===== src/rtl/viterbi_link_sequencer.sv =====
// Test-frame controller for an encoder -> channel -> Viterbi decoder link: PRBS source,
// burst error-mask generator and latency-aligned residual bit-error checker.
module viterbi_link_sequencer #(
  parameter int unsigned FRAME_LEN = 256,
  parameter int unsigned FLUSH_LEN = 64,
  parameter int unsigned DEC_LAT   = 40,
  parameter int unsigned N         = 4,
  parameter logic [15:0] SEED      = 16'hACE1
) (
  input  logic        clk,
  input  logic        rst,
  input  logic        start_i,
  input  logic        err_en_i,
  input  logic [3:0]  burst_len_i,
  output logic        enc_bit_o,
  output logic        enc_en_o,
  output logic [1:0]  err_mask_o,
  input  logic        dec_bit_i,
  output logic        busy_o,
  output logic        done_o,
  output logic [15:0] inj_ct_o,
  output logic [15:0] bit_err_ct_o
);

  localparam int unsigned PERIOD     = 1 << N;
  localparam logic [31:0] RUN_LAST   = 32'(FRAME_LEN - 1);
  localparam logic [31:0] FLUSH_LAST = 32'(FLUSH_LEN - 1);

  typedef enum logic [1:0] {IDLE, RUN, FLUSH, DONE} state_t;

  state_t             state;
  logic [31:0]        cnt;
  logic [31:0]        cnt_inc;
  logic [15:0]        lfsr;
  logic [DEC_LAT-1:0] dl_bit;
  logic [DEC_LAT-1:0] dl_val;
  logic [8:0]         burst_clamped;
  logic               cmp_err;

  function automatic logic [15:0] lfsr_step(input logic [15:0] s);
    return {s[0] ^ s[2] ^ s[3] ^ s[5], s[15:1]};
  endfunction

  // The last burst_clamped words of every 2**N-word period carry an error.
  function automatic logic [1:0] mask_for(input logic [N-1:0] kmod, input logic en,
                                          input logic [8:0] burst);
    logic hit;
    hit = en && (burst != 9'd0) && (9'(kmod) >= (9'(PERIOD) - burst));
    return {1'b0, hit};
  endfunction

  always_comb begin
    cnt_inc       = cnt + 32'd1;
    burst_clamped = ({5'd0, burst_len_i} > 9'(PERIOD)) ? 9'(PERIOD) : {5'd0, burst_len_i};
    cmp_err       = ((state == RUN) || (state == FLUSH)) && dl_val[DEC_LAT-1] &&
                    (dec_bit_i != dl_bit[DEC_LAT-1]);
  end

  // Outputs are computed one edge ahead so that they are valid in the cycle they describe.
  always_ff @(posedge clk) begin
    if (rst) begin
      state        <= IDLE;
      cnt          <= '0;
      lfsr         <= SEED;
      dl_bit       <= '0;
      dl_val       <= '0;
      enc_bit_o    <= 1'b0;
      enc_en_o     <= 1'b0;
      err_mask_o   <= 2'b00;
      busy_o       <= 1'b0;
      done_o       <= 1'b0;
      inj_ct_o     <= '0;
      bit_err_ct_o <= '0;
    end else begin
      done_o <= 1'b0;
      if ((state == RUN) || (state == FLUSH)) begin
        dl_bit <= (dl_bit << 1) | DEC_LAT'(enc_bit_o);
        dl_val <= (dl_val << 1) | DEC_LAT'(state == RUN);
        if (cmp_err && (bit_err_ct_o != 16'hFFFF))
          bit_err_ct_o <= bit_err_ct_o + 16'd1;
      end
      case (state)
        IDLE: begin
          if (start_i) begin
            state        <= RUN;
            cnt          <= '0;
            lfsr         <= lfsr_step(SEED);
            dl_bit       <= '0;
            dl_val       <= '0;
            enc_bit_o    <= SEED[0];
            enc_en_o     <= 1'b1;
            busy_o       <= 1'b1;
            err_mask_o   <= mask_for('0, err_en_i, burst_clamped);
            inj_ct_o     <= '0;
            bit_err_ct_o <= '0;
          end
        end
        RUN: begin
          if ((err_mask_o != 2'b00) && (inj_ct_o != 16'hFFFF))
            inj_ct_o <= inj_ct_o + 16'd1;
          if (cnt == RUN_LAST) begin
            state      <= FLUSH;
            cnt        <= '0;
            enc_bit_o  <= 1'b0;
            err_mask_o <= 2'b00;
          end else begin
            cnt        <= cnt_inc;
            enc_bit_o  <= lfsr[0];
            lfsr       <= lfsr_step(lfsr);
            err_mask_o <= mask_for(cnt_inc[N-1:0], err_en_i, burst_clamped);
          end
        end
        FLUSH: begin
          if (cnt == FLUSH_LAST) begin
            state    <= DONE;
            cnt      <= '0;
            enc_en_o <= 1'b0;
            busy_o   <= 1'b0;
            done_o   <= 1'b1;
          end else begin
            cnt <= cnt_inc;
          end
        end
        DONE:    state <= IDLE;
        default: state <= IDLE;
      endcase
    end
  end

endmodule


===== config.mk =====
export PLATFORM = sky130hd
export DESIGN_NAME = viterbi_link_sequencer
export DESIGN_NICKNAME = d
export VERILOG_FILES = /design/src/rtl/viterbi_link_sequencer.sv
export SDC_FILE = /design/constraint.sdc
export NUM_CORES = 1
export LEC_CHECK = 0
export ABC_AREA = 1
export BUFFER_PORTS_ARGS = -buffer_cell sky130_fd_sc_hd__buf_2
export CORE_ASPECT_RATIO = 1.4
export CORE_MARGIN = 5
export CORE_UTILIZATION = 44
export CTS_BUF_LIST = sky130_fd_sc_hd__clkbuf_2 sky130_fd_sc_hd__clkbuf_4 sky130_fd_sc_hd__clkbuf_8
export CTS_CLUSTER_DIAMETER = 80
export DETAILED_ROUTE_END_ITERATION = 10
export MAX_ROUTING_LAYER = met4
export PLACE_DENSITY_LB_ADDON = 0.1
export SYNTH_ARGS = -nofsm -noshare
export SYNTH_HDL_FRONTEND = slang
export SYNTH_SLANG_ARGS = --single-unit

===== constraint.sdc =====
create_clock -name clk -period 2 [get_ports clk]
set_clock_uncertainty 0.05 [all_clocks]
set_input_delay 0.2 -clock clk [delete_from_list [all_inputs] [get_ports clk]]
set_output_delay 0.2 -clock clk [all_outputs]
set_load 0.05 [all_outputs]

==> run_results.csv <==
group,metric,value,unit
placed_design,dp_slack,67.3,ps
synthesis,ys_seq_elements,166,
power_and_ir_drop,power.density,1350,nW/um^2
timing,fmax,532,MHz
synthesis,synth_area_per_cell,6.82,sq um
hold_path,hold_class,"in -> reg",
setup_path,startpoint,"state[1]",
hold_path,hold_start,"err_en_i",
placed_design,gp_congestion,0.857,
setup_path,cp.required,2300,ps
placed_design,place_area,8500,sq um
timing,fin_ws,119,ps
layout,final_area,8930,sq um
placed_design,dp_cells,1425,
clock_tree,clk_latency,460,ps
timing,setup_viol,0,
layout,layout_commonest_cell,"nor2_1",
floorplan,num_io_pins,47,
layout,final_cell_mix,"nor2_1, nand2_1, dfxtp_1, inv_1, nor3_1",
clock_tree,clockRootBuffer,"clkbuf_8",
setup_path,crit_arrival,2180,ps
synthesis,synth_nets,1174,
timing,tightest_slew,582,ps
flow_run,drv_cap,0,
setup_path,r2r-start,"state[1]",
timing,finalHoldViolations,0,
setup_path,crit_type,"reg -> reg",
synthesis,ys_warn_count,0,
layout,fill_cells,1883,
route,drt_iter0_drc,334,
layout,final_layout_size_suffix_gt1_share,14.4,%
synthesis,syn_area,7870,sq um
clock_tree,clock-sinks,166,
floorplan,die-height,168,um
clock_tree,cts_tree,"done",
setup_path,crit_end,"bit_err_ct_o[14]",
floorplan,core,17800,sq um
global_routing,grt_pass1_vias,6512,
floorplan,die_area,20700,sq um
setup_path,r2r-end,"bit_err_ct_o[14]",
layout,layout.cells.non_filler,1459,
route,wl_per_cell,11.9,um
route,drc_errors,0,
route,viasPerCell,4.77,
global_routing,grt_max_degree,83,
setup_path,cp_max_fo,8,
setup_path,r2r_cells,9,
route,routed_wl,17400,um
power_and_ir_drop,fin_total_pwr,12.1,mW
setup_path,start_kind,"register",
route,num_vias,6958,
placed_design,place.port_buffers,45,
floorplan,die_w,123,um
timing,min_period,1880,ps
timing,maxSlewHeadroom,61.2,%
global_routing,grt_overflow,0,
layout,fin_util,50.2,%
global_routing,grt_pass1_wl,30200,um
synthesis,synth.distinct_cells,36,
route,drtPass1Iterations,4,
clock_tree,cts-buffers-inserted,17,
synthesis,ys_seq_area_share,42.2,%
synthesis,synth_cells,1153,
clock_tree,cts_buffer_depth,2,
layout,n_antenna_cell,0,
timing,slew_violations,0,
clock_tree,clk_pin_slew,90,ps
layout,multi_input_area,3950,sq um
floorplan,fp-row-count,58,
layout,num-nets-final,1227,
layout,areaGrowthSynthToFinish,13.5,%
power_and_ir_drop,p_leak,3.65,nW
floorplan,initial_utilization,44.3,%
setup_path,endpoint_kind,"register",
power_and_ir_drop,peakVddDrop,956,uV
placed_design,dpl.hpwl,12200,um
route,drtAntennaViolNets,0,
clock_tree,h-tree-depth,4,
global_routing,antenna_found_initial,0,
layout,seqCellArea,3330,sq um
setup_path,r2r_setup_slack,120,ps
global_routing,track_usage,18.1,%
timing,period_share,94.1,%
timing,rsz0062_at_grt,"true",
run_status,outcome,"completed",
## sequential cells by signal, indices dropped and copies added, names as in the netlist
name and cells:
bit_err_ct_o 16, busy_o 1, cnt 32, dl_bit 40, dl_val 40, done_o 1
enc_bit_o 1, err_mask_o 1, inj_ct_o 16, lfsr 16, state 2
## synthesized netlist by cell type, drive strengths merged
cell type  count  share of area [%]
nor2         291                 15
nand2        239                 12
dfxtp        166                 42
inv          108                5.2
nor3          86                5.5
a21oi         63                4.3
nand3         53                3.4
o21ai         34                2.3
clkbuf        26                1.2
buf           20                1.7
xor2          19                2.1
ha            12                1.9
nand4         10               0.80
xnor2          6               0.67
a211oi         4               0.38
nand3b         3               0.29
nor4           3               0.24
and2           2               0.16
and3           2               0.16
o21bai         2               0.19
or2            2               0.16
a21boi         1              0.095
conb           1              0.048
## power by group
group	leakage (nW)	internal, mW	switching (mW)	total, mW
logic	2.11	1.83	3.40	5.24
clock network	0.191	1.00	1.32	2.32
registers	1.35	4.09	0.406	4.50
## worst min-delay path by stage
stage / end / slack, ps / cells after the start
2_1_floorplan: lfsr[11] / 370 / 2
3_3_place_gp: lfsr[6] / 390 / 2
3_5_place_dp: lfsr[13] / 400 / 2
4_1_cts: err_mask_o[0] / 50 / 5
5_1_grt: err_mask_o[0] / 70 / 5
6_report: err_mask_o[0] / 80 / 5
## final cells by class
| class | instances | area share, % |
|---|---|---|
| flip-flops and latches | 166 | 37.3 |
| repair buffers | 80 | 6.33 |
| clock inverters | 12 | 1.16 |
| inverters | 108 | 4.57 |
| multi-input cells | 833 | 44.2 |
| well taps | 240 | 3.36 |
| clock buffers | 20 | 3.08 |
## routing by layer
| metal | share of wire (%) | vias up | global-route usage, % |
|---|---|---|---|
| met1 | 46 | 3132 | 21.6 |
| met3 | 3.0 | 23 | 3.83 |
| met5 | 0 | - | - |
| met2 | 49 | 70 | 30.0 |
| li1 | - | 3733 | - |
| met4 | 1.9 | 0 | 6.60 |
## critical path: stages (launching register included)
cell     delay [ps]
dfxtp_1         340
inv_1            70
ha_2            390
buf_12          130
nand3_1         150
inv_1           140
nand2_4          90
nor2_1          200
nand2_1          70
and3_1          160
## kinds of logic after synthesis
kind of cell	synth area share, %
AND/OR/NAND/NOR	37.7
flip-flops	42.2
buffers and inverters	8.09
AO/OA/AOI/OAI	7.27
XOR/XNOR	2.78
adder cells (fa/ha/maj)	1.91
other	0.0477
## repair_timing
item,CTS,global route
gates resized for setup,0,11
hold buffers,1,0
buffers inserted,0,1
endpoints found under the hold margin,2,0
setup endpoints to repair,0,39
## stage by stage
step | TNS, ps | hold WS [ps]
4_1_cts | 0 | 46.8
6_report | 0 | 76.7
3_3_place_gp | 0 | 386
2_1_floorplan | 0 | 374
3_5_place_dp | 0 | 396
5_1_grt | -5.90 | 74.4
(Power assumes the default switching activity.)
